$ cat src/rtl/packet_stream_rr_arbiter.sv
// -----------------------------------------------------------------------------
// packet_stream_rr_arbiter
//
// Packet-level round-robin arbiter that shares one Avalon-ST packet sink between
// NUM_SOURCES packet sources. A source requests by presenting a valid SOP beat.
// The winner is locked from its SOP beat to its EOP beat, and its stream is
// muxed combinationally to the single output. Exactly one IDLE (arbitration)
// cycle separates consecutive packets.
//
// Parameters
//   NUM_SOURCES  number of requesting packet sources (2..16)
//   DATA_WIDTH   data width of every source and of the output
//
// Ports
//   clock_clk               in   single clock, rising edge
//   reset_reset             in   synchronous, active-high reset
//   arb_enable              in   1 = new grants allowed, 0 = finish packet then hold
//   asi_in_data             in   source i data at [i*DATA_WIDTH +: DATA_WIDTH]
//   asi_in_valid            in   per-source valid
//   asi_in_startofpacket    in   per-source SOP
//   asi_in_endofpacket      in   per-source EOP
//   asi_in_ready            out  per-source ready
//   aso_out0_data           out  muxed data
//   aso_out0_valid          out  muxed valid
//   aso_out0_startofpacket  out  muxed SOP
//   aso_out0_endofpacket    out  muxed EOP
//   aso_out0_ready          in   sink ready (readyLatency 0)
//   aso_out0_channel        out  binary index of the granted source
//                                (only when PKT_ARB_CHANNEL_EN is defined)
//   arb_grant               out  one-hot registered grant, 0 when idle
//   arb_busy                out  FSM state: 1 in PKT, 0 in IDLE
//   drop_pulse              out  1-cycle pulse: stray non-SOP beat discarded in IDLE
//
// Handshake: a beat moves across an Avalon-ST interface in every cycle where
// both valid and ready are high; ready does not depend on a pending transfer
// being accepted elsewhere beyond the combinational grant mux below, and valid
// may be withdrawn by a source at any time without side effects.
//
// Optional feature macro: PKT_ARB_CHANNEL_EN adds the aso_out0_channel port.
// -----------------------------------------------------------------------------
module packet_stream_rr_arbiter #(
  parameter int NUM_SOURCES = 4,
  parameter int DATA_WIDTH  = 256
) (
  input  logic                              clock_clk,
  input  logic                              reset_reset,
  input  logic                              arb_enable,
  input  logic [NUM_SOURCES*DATA_WIDTH-1:0] asi_in_data,
  input  logic [NUM_SOURCES-1:0]            asi_in_valid,
  input  logic [NUM_SOURCES-1:0]            asi_in_startofpacket,
  input  logic [NUM_SOURCES-1:0]            asi_in_endofpacket,
  output logic [NUM_SOURCES-1:0]            asi_in_ready,
  output logic [DATA_WIDTH-1:0]             aso_out0_data,
  output logic                              aso_out0_valid,
  output logic                              aso_out0_startofpacket,
  output logic                              aso_out0_endofpacket,
  input  logic                              aso_out0_ready,
`ifdef PKT_ARB_CHANNEL_EN
  output logic [$clog2(NUM_SOURCES)-1:0]    aso_out0_channel,
`endif
  output logic [NUM_SOURCES-1:0]            arb_grant,
  output logic                              arb_busy,
  output logic                              drop_pulse
);

  localparam int PTR_W = $clog2(NUM_SOURCES);

  typedef enum logic [0:0] {
    ST_IDLE = 1'b0,
    ST_PKT  = 1'b1
  } state_e;

  // ---------------------------------------------------------------------------
  // State
  // ---------------------------------------------------------------------------
  state_e                 state_q, state_d;
  logic [NUM_SOURCES-1:0] grant_q, grant_d;
  // last_ptr_q is both the round-robin pointer and the mux select while in
  // PKT: it is only ever loaded with the winner at the moment of a grant, so
  // during a packet it always names the granted source.
  logic [PTR_W-1:0]       last_ptr_q, last_ptr_d;
  logic                   drop_q, drop_d;

  // ---------------------------------------------------------------------------
  // Request decode and rotating-priority winner search
  // ---------------------------------------------------------------------------
  logic [NUM_SOURCES-1:0] req;
  logic [NUM_SOURCES-1:0] stray;
  logic                   win_found;
  logic [PTR_W-1:0]       win_idx;
  logic [PTR_W:0]         cand;

  assign req   = asi_in_valid &  asi_in_startofpacket;
  assign stray = asi_in_valid & ~asi_in_startofpacket;

  // Scan last_ptr+1, last_ptr+2, ... (mod NUM_SOURCES); first requester wins.
  // cand carries one spare bit so the sum cannot overflow before the wrap.
  always_comb begin
    win_found = 1'b0;
    win_idx   = '0;
    cand      = '0;
    for (int k = 1; k <= NUM_SOURCES; k++) begin
      cand = {1'b0, last_ptr_q} + (PTR_W+1)'(k);
      if (cand >= (PTR_W+1)'(NUM_SOURCES)) begin
        cand = cand - (PTR_W+1)'(NUM_SOURCES);
      end
      if (!win_found && req[cand[PTR_W-1:0]]) begin
        win_found = 1'b1;
        win_idx   = cand[PTR_W-1:0];
      end
    end
  end

  // ---------------------------------------------------------------------------
  // Granted-source mux
  // ---------------------------------------------------------------------------
  logic [DATA_WIDTH-1:0] sel_data;
  logic                  sel_valid;
  logic                  sel_sop;
  logic                  sel_eop;
  logic                  beat_xfer;

  assign sel_data  = asi_in_data[int'(last_ptr_q)*DATA_WIDTH +: DATA_WIDTH];
  assign sel_valid = asi_in_valid[last_ptr_q];
  assign sel_sop   = asi_in_startofpacket[last_ptr_q];
  assign sel_eop   = asi_in_endofpacket[last_ptr_q];
  assign beat_xfer = sel_valid & aso_out0_ready;

  // ---------------------------------------------------------------------------
  // FSM process 1: state register
  // ---------------------------------------------------------------------------
  always_ff @(posedge clock_clk) begin
    if (reset_reset) begin
      state_q    <= ST_IDLE;
      grant_q    <= '0;
      last_ptr_q <= PTR_W'(NUM_SOURCES - 1);
      drop_q     <= 1'b0;
    end else begin
      state_q    <= state_d;
      grant_q    <= grant_d;
      last_ptr_q <= last_ptr_d;
      drop_q     <= drop_d;
    end
  end

  // ---------------------------------------------------------------------------
  // FSM process 2: next-state logic
  // ---------------------------------------------------------------------------
  always_comb begin
    state_d    = state_q;
    grant_d    = grant_q;
    last_ptr_d = last_ptr_q;
    drop_d     = 1'b0;
    unique case (state_q)
      ST_IDLE: begin
        // Stray beats are accepted (and discarded) whether or not a grant is
        // made in the same cycle.
        drop_d = |stray;
        if (arb_enable && win_found) begin
          state_d    = ST_PKT;
          grant_d    = {{(NUM_SOURCES-1){1'b0}}, 1'b1} << win_idx;
          last_ptr_d = win_idx;
        end
      end
      ST_PKT: begin
        // SOP flags inside the packet are not inspected; only EOP ends it.
        if (beat_xfer && sel_eop) begin
          state_d = ST_IDLE;
          grant_d = '0;
        end
      end
      default: begin
        state_d = ST_IDLE;
        grant_d = '0;
      end
    endcase
  end

  // ---------------------------------------------------------------------------
  // FSM process 3: outputs
  // ---------------------------------------------------------------------------
  // The stream-side outputs are forced low while reset_reset is high, so an
  // interrupted packet stops driving the sink in the same cycle reset arrives.
  always_comb begin
    asi_in_ready           = '0;
    aso_out0_data          = '0;
    aso_out0_valid         = 1'b0;
    aso_out0_startofpacket = 1'b0;
    aso_out0_endofpacket   = 1'b0;
    if (!reset_reset) begin
      unique case (state_q)
        ST_IDLE: begin
          // Requesting SOP beats wait (ready=0); non-SOP beats are drained.
          asi_in_ready = stray;
        end
        ST_PKT: begin
          aso_out0_data          = sel_data;
          aso_out0_valid         = sel_valid;
          aso_out0_startofpacket = sel_sop;
          aso_out0_endofpacket   = sel_eop;
          asi_in_ready           = grant_q & {NUM_SOURCES{aso_out0_ready}};
        end
        default: begin
          asi_in_ready = '0;
        end
      endcase
    end
  end

`ifdef PKT_ARB_CHANNEL_EN
  always_comb begin
    aso_out0_channel = '0;
    if (!reset_reset && (state_q == ST_PKT)) begin
      aso_out0_channel = last_ptr_q;
    end
  end
`endif

  assign arb_grant  = grant_q;
  assign arb_busy   = (state_q == ST_PKT);
  assign drop_pulse = drop_q;

  // ---------------------------------------------------------------------------
  // Structural invariants
  // ---------------------------------------------------------------------------
`ifndef SYNTHESIS
  a_grant_onehot0: assert property (
    @(posedge clock_clk) disable iff (reset_reset) $onehot0(grant_q));

  a_busy_matches_grant: assert property (
    @(posedge clock_clk) disable iff (reset_reset)
      ((state_q == ST_PKT) == (grant_q != '0)));

  a_ptr_in_range: assert property (
    @(posedge clock_clk) disable iff (reset_reset)
      (int'(last_ptr_q) < NUM_SOURCES));

  a_grant_names_ptr: assert property (
    @(posedge clock_clk) disable iff (reset_reset)
      (state_q == ST_PKT) |-> grant_q[last_ptr_q]);
`endif

endmodule

$ cat config.mk
export PLATFORM = sky130hd
export DESIGN_NAME = packet_stream_rr_arbiter
export DESIGN_NICKNAME = d
export VERILOG_FILES = /design/src/rtl/packet_stream_rr_arbiter.sv
export SDC_FILE = /design/constraint.sdc
export NUM_CORES = 1
export LEC_CHECK = 0
export CELL_PAD_IN_SITES_DETAIL_PLACEMENT = 2
export CELL_PAD_IN_SITES_GLOBAL_PLACEMENT = 2
export CORE_AREA = 3 3 516 518
export DETAILED_ROUTE_END_ITERATION = 10
export DIE_AREA = 0 0 519 521
export PLACE_DENSITY = 0.35
export SYNTH_ARGS = -nofsm -noshare
export SYNTH_HDL_FRONTEND = slang
export SYNTH_SLANG_ARGS = --single-unit
$ cat constraint.sdc
create_clock -name clock_clk -period 2 [get_ports clock_clk]
set_input_delay 0.4 -clock clock_clk [delete_from_list [all_inputs] [get_ports clock_clk]]
set_output_delay 0.4 -clock clock_clk [all_outputs]
set_load 0.02 [all_outputs]
==> results of run 1 <==
-- area by class of cell --
type,count,area [µm²]
antenna,23,57.6
clock buffer,4,78.8
fill,30200,231000
inverter,6,38.8
multi-input combinational,568,8700
sequential,8,171
tap,3515,4400
timing repair buffer,1545,17500
timing repair inverter,1,8.76
-- per-stage QoR --
stage | power (mW) | TNS (ns) | setup WS [ns] | std cells | hold WS [ns]
2_1_floorplan | 2.68 | -2.71 | -0.0213 | 702 | 0.553
3_3_place_gp | 7.94 | -169.99 | -1.34 | 5540 | 0.492
3_5_place_dp | 7.92 | -170.85 | -1.35 | 5540 | 0.504
4_1_cts | 9.21 | -150.71 | -0.723 | 5626 | 0.509
5_1_grt | 9.61 | -156.00 | -0.729 | 5650 | 0.537
6_report | 9.17 | -135.15 | -0.663 | 5670 | 0.506
-- synth_stat cells --
master    count
clkinv_1      1
dfxtp_1       8
nand4_1       1
a41oi_2       1
buf_4         8
a31o_2        1
a221oi_1      2
a22o_1        2
a32oi_1       1
buf_2        41
a311o_1       1
nand2_1       5
nor2_1        5
and3_1      262
mux4_2      259
nand3_1       7
buf_1         2
nand4b_1      1
o21ai_0       1
a21boi_1      1
a221o_1       1
and2_0        1
o31a_1        2
inv_1         5
nor3_1        1
o211ai_1      3
clkbuf_1     68
o22ai_1       2
buf_6         1
a31oi_1       2
o31ai_1       5
and2_1        1
-- cell families after synthesis --
kind of cell / count (synthesis) / synth area share
mux: 259 / 0.686
simple gates: 284 / 0.205
flops: 8 / 0.0188
buf+inv: 126 / 0.0661
compound gates: 25 / 0.0240
-- power breakdown --
| part | internal [mW] | switching, mW | leakage (nW) | total [mW] |
|---|---|---|---|---|
| logic | 4.99 | 3.64 | 11.0 | 8.62 |
| clock network | 0.267 | 0.0898 | 0.0383 | 0.356 |
| registers | 0.173 | 0.0153 | 0.0664 | 0.188 |
| total | 5.43 | 3.74 | 11.1 | 9.17 |
-- metal layers --
metal  vias to the layer above  global-route usage  routed length (µm)
met2                      1212               0.242               94800
li1                       6012                   -                   -
met4                       160             0.00797                2530
met1                      7584               0.174               83800
met5                         -                   0                1090
met3                       362              0.0809               25600
-- worst max-delay path by stage --
stage / start / endpoint / depth (start not counted)
floorplan: last_ptr_q[0]$_SDFFE_PP1P_ / aso_out0_data[100] / 5
global placement: asi_in_endofpacket[0] / aso_out0_endofpacket / 4
detailed placement: asi_in_endofpacket[0] / aso_out0_endofpacket / 4
CTS: last_ptr_q[0]$_SDFFE_PP1P_ / aso_out0_data[203] / 7
global route: last_ptr_q[0]$_SDFFE_PP1P_ / aso_out0_data[148] / 7
finish: last_ptr_q[0]$_SDFFE_PP1P_ / aso_out0_data[126] / 8
-- cells in the final DEF, fill, tap and decap left out, types with 5 or more instances in the layout --
cell             netlist  layout
dfxtp_1                8       5
diode_2                0      23
and3_4                 0     161
buf_8                  0      19
buf_6                  1      95
clkdlybuf4s15_2        0       6
and3_1               262      86
mux4_2               259     259
buf_2                 41       9
buf_12                 0     194
clkbuf_2               0       6
clkbuf_16              0       5
clkdlybuf4s50_1        0    1034
and3_2                 0      15
dlygate4sd2_1          0      29
nand2_1                5       5
buf_4                  8     133
buf_16                 0      16
nand3_1                7       5
-- timing repair --
action,4_1_cts,5_1_grt
hold endpoints to repair,0,0
cloned,12,2
setup buffers,72,34
pin swaps,41,17
endpoints found under the setup margin,270,270
resized for setup,534,170
-- sequential cells by signal, summed over array words and instances, names as in the netlist --
| register | flops |
|---|---|
| last_ptr_q | 2 |
| drop_pulse | 1 |
| arb_busy | 1 |
| arb_grant | 4 |
-- tightest hold or removal path: cells and delay by family (launching register included) --
| family | cells | cell delay, ns |
|---|---|---|
| flip-flops | 1 | 0.32 |
| AO/OA/AOI/OAI | 1 | 0.06 |
| AND/OR/NAND/NOR | 1 | 0.07 |
==> impl_results.md, run 1 <==
- Run status: finished, violations left
- Failing checks: negative setup slack
- Post-Synthesis Mean Instance Area: 12.1 µm²
- Hold Path End: arb_grant[0]$_SDFFE_PP0P_
- Max Cap Viol: 0
- Share of the yosys chip area belonging to registers: 0.0188
- # hold bufs at CTS: 0
- Max stage delay on crit path: 0.59 ns
- Mapped Cells: 702
- Final setup vio count: 266
- Most frequent CP cell: buf_12
- WP buf/inv: 6
- DP Wirelength: 191000 µm
- YS warnings: 0
- Via count: 15300
- Hold Violations, Final: 0
- Shortest period the worst path allows: 2.66 ns
- Core area: 0.262 mm²
- Largest net degree at the start of global routing: 54
- Syn nets: 1742
- Setup skew after layout: 0.00387 ns
- Setup WS post-layout: -0.663 ns
- Number of synthesized register bits: 8
- Worst Min Path Start: arb_grant[0]$_SDFFE_PP0P_
- Final Cell Area: 0.0310 mm²
- Layout cells sized above 1: 0.442
- Crit path max-delay cell type: mux4_2
- Routability cong.: 0.909
- Setup crit start kind: register
- Row count: 188
- Clock Latency Late Sink: 0.24 ns
- Cells on Worst Hold Path: 2
- Post-route clock period utilization: 1.33
- Starting Density: 0.0324
- Ports: 1309
- Die area: 0.270 mm²
- Post-synth cell types: 32
- RR Endpoint: arb_grant[3]$_SDFFE_PP0P_
- Max Slew Vio Count: 0
- DR iter-0 viols: 753
- R2R Setup Slk: -0.34 ns
- Reg-to-reg startpoint: last_ptr_q[0]$_SDFFE_PP1P_
- Max Root-Sink Buffers: 2
- Pleak: 11.1 nW
- Crit path kind: register to output port
- CP top delay family: buffers and inverters
- Arrival time at the worst endpoint: 2.26 ns
- Reg2Reg Depth: 13
- Global-route wire length before repair: 248000 µm
- Crit path cell chain: buf_12 -> buf_12 -> buf_16 -> buf_12 -> buf_16 -> mux4_2 -> and3_4 -> buf_12
- Mapped Area: 0.00850 mm²
- Die Wd: 519 µm
- Clock slew at reported path FFs: 0.04 ns
- Cts bufs inserted: 3
- CTS sink cnt: 8
- DRC viols: 0
- Worst Path Max Fanout: 8
- Worst slew margin: 0.673
- Fmax: 376 MHz
- WP data required: 1.60 ns
- Worst Hold Class: register to register
- Grt total ovfl: 0
- GRT Overall Usage: 0.147
- Crit end category: output port
- Die height: 521 µm
- H-Tree Depth: 1
- Vias in the first global route: 16500
- Root Driver: clkbuf_16
- Drt first pass iters: 4
- Vias/cell: 2.70
- Top post-synthesis cells by area: mux4_2, and3_1, clkbuf_1
- Fin nets: 3173
- Routed Wire Length: 208000 µm
- Initial antenna violation count: 234
- Area delta synth->final: 264%
- Port buffer count: 1308
- Top-area cell type share of the netlist area: 0.686
- CTS tree: done
- Peak supply drop: 0.000155 V
- Post-DRT Antenna Nets: 0
- Yosys top cell by area: mux4_2
- Slew at the pin closest to its max-slew limit: 0.489 ns
- Drt wl/cell: 36.7 µm
- Finished Core Util: 0.118
- RSZ-0062 raised after global routing: yes
- DP Area: 0.0282 mm²
- PwrDens: 296 mW/mm²
Power figures use the tool's default switching activity.
==> run 2: changes to the inputs <==
--- a/config.mk
+++ b/config.mk
@@ -7,9 +7,9 @@
 export LEC_CHECK = 0
 export CELL_PAD_IN_SITES_DETAIL_PLACEMENT = 2
 export CELL_PAD_IN_SITES_GLOBAL_PLACEMENT = 2
-export CORE_AREA = 3 3 516 518
+export CORE_AREA = 3 3 507 509
 export DETAILED_ROUTE_END_ITERATION = 10
-export DIE_AREA = 0 0 519 521
+export DIE_AREA = 0 0 510 512
 export PLACE_DENSITY = 0.35
 export SYNTH_ARGS = -nofsm -noshare
 export SYNTH_HDL_FRONTEND = slang
==> constraint.sdc (replaced) <==
create_clock -name clock_clk -period 3.33 [get_ports clock_clk]
set_input_delay 0.666 -clock clock_clk [delete_from_list [all_inputs] [get_ports clock_clk]]
set_output_delay 0.666 -clock clock_clk [all_outputs]
set_load 0.02 [all_outputs]
==> impl_results.md, run 2 (synthesis gave the netlist of run 1 again) <==
- RSZ-0062 raised after global routing: no
- Sum Neg Setup Slack: 0 ns
- Vias in the first global route: 15700
- Cells on Worst Hold Path: 2
- CTS tree: done
- Sw Ratio: 0.419
- Reg2Reg Depth: 6
- Finished Core Util: 0.110
- Drt first pass iters: 5
- Post-route clock period utilization: 0.988
- Clock slew at reported path FFs: 0.06 ns
- Ports: 1309
- DP Area: 0.0276 mm²
- Max Root-Sink Buffers: 2
- Met3 usage: 0.0841
- Largest net degree at the start of global routing: 62
- Gr busiest metal: met2
- Peak supply drop: 0.000126 V
- Area delta synth->final: 228%
- Root Driver: clkbuf_16
- Most frequent cells in the layout: clkdlybuf4s50_1, and3_1, mux4_2
- CTS sink cnt: 8
- Layout cells sized above 1: 0.263
- Die area: 0.261 mm²
- H-Tree Depth: 1
- DRC viols: 0
- Row count: 185
- Fmax: 304 MHz
- Setup skew after layout: 0.0137 ns
- Internal Power: 2.76 mW
- Routed Wire Length: 200000 µm
- Run status: complete, no violations
- Cts bufs inserted: 3
- Crit path max-delay cell type: clkdlybuf4s50_1
- Clk pwr share: 0.051
- GRT Overall Usage: 0.146
- Max Cap Viol: 0
- Hold Violations, Final: 0
- Die Wd: 510 µm
- Shortest period the worst path allows: 3.29 ns
- DR iter-0 viols: 745
- Grt total ovfl: 0
- Fin nets: 3014
- Worst Path Max Fanout: 1
- # hold bufs at CTS: 0
- Port buffer count: 1308
- Global-route wire length before repair: 235000 µm
- Drt wl/cell: 37.2 µm
- DP Wirelength: 187000 µm
- PwrDens: 170 mW/mm²
- Final setup vio count: 0
- Initial antenna violation count: 270
- Post-DRT Antenna Nets: 0
- Worst Hold Class: register to register
- Most common cell after layout, fill and taps aside: clkdlybuf4s50_1
- Die height: 512 µm
- Routability cong.: 0.870
- Grt met1 use: 0.166
- Crit path kind: primary input to output port
- Starting Density: 0.0335
- Arrival time at the worst endpoint: 2.62 ns
- Setup crit start kind: primary input
- Fill cell count: 29200
- Pleak: 9.92 nW
- Worst slew margin: 0.461
- Crit path cell chain: clkdlybuf4s50_1 -> mux4_2 -> and3_1 -> clkdlybuf4s50_1
- Vias/cell: 2.74
- Met2 GRT Util: 0.246
- Register area: 171 µm²
- Max stage delay on crit path: 0.64 ns
- DP Cell Count: 5331
- Hold_ws: 0.512 ns
- Clock Latency Late Sink: 0.26 ns
- Reg power frac: 0.030
- Max reg flops: 4
- P_sw: 1.99 mW
- Max Slew Vio Count: 0
- Slew at the pin closest to its max-slew limit: 0.809 ns
- Via count: 14700
- Final Non-Filler Cells: 5375
- Core area: 0.253 mm²
- Final Cell Area: 0.0279 mm²
- Area of the multi-input gates: 0.00778 mm²
- Most frequent CP cell: clkdlybuf4s50_1
- WP data required: 2.66 ns
- Crit end category: output port
- Logic pwr share: 0.919
run 2: cell count changes in the layout (fill, tap and decap cells not counted), moves of 18 or more:
cell	change
clkdlybuf4s50_1	+102
buf_6	-91
buf_4	-65
dlygate4sd2_1	-29
buf_8	-19
buf_12	-18
and3_4	-161
and3_1	+176
run 2: what timing repair did:
item,CTS,global route
buffers inserted,3,0
endpoints found under the setup margin,30,27
cloned,0,1
resized for setup,4,2
run 2: final timing paths:
check | end | slack, ns | start
worst max-delay path | aso_out0_data[156] | 0.04 | asi_in_data[412]
worst min-delay path | arb_grant[2]$_SDFFE_PP0P_ | 0.51 | arb_grant[2]$_SDFFE_PP0P_
worst max register to register | arb_grant[3]$_SDFFE_PP0P_ | 1.03 | last_ptr_q[0]$_SDFFE_PP1P_
worst min register to register | arb_grant[2]$_SDFFE_PP0P_ | 0.51 | arb_grant[2]$_SDFFE_PP0P_
run 2: cell type report:
type,instances,area share
Inverter,6,0.00108
Tap cell,3366,0.151
Timing Repair Buffer,1387,0.557
Antenna cell,36,0.00323
Clock buffer,4,0.00283
Multi-Input combinational cell,568,0.279
Sequential cell,8,0.00615
run 2: worst max-delay path: cells and delay by family:
family / cells / cell delay, ns
buffers and inverters: 2 / 1.19
muxes: 1 / 0.55
and+or+nand+nor: 1 / 0.20
run 2: power groups by stage:
stage	clock, mW	sequential [mW]	combinational, mW
finish	0.241	0.144	4.36
global route	0.258	0.151	4.57
CTS	0.251	0.151	4.46
detailed placement	0	0.164	4.40
global placement	0	0.164	4.41
floorplan	0	0.114	1.49
run 2: per-layer routing:
| metal | part of all wire | vias to the layer above |
|---|---|---|
| met5 | 0.0065 | - |
| met4 | 0.017 | 194 |
| met3 | 0.14 | 412 |
| met2 | 0.46 | 1244 |
| met1 | 0.38 | 7203 |
| li1 | - | 5688 |
run 2: through the flow:
step	power [mW]	setup slack, ns
3_3_place_gp	4.58	-0.0623
2_1_floorplan	1.60	0.961
6_report	4.75	0.0400
5_1_grt	4.98	0.000529
3_5_place_dp	4.56	-0.0416
4_1_cts	4.86	0.00494
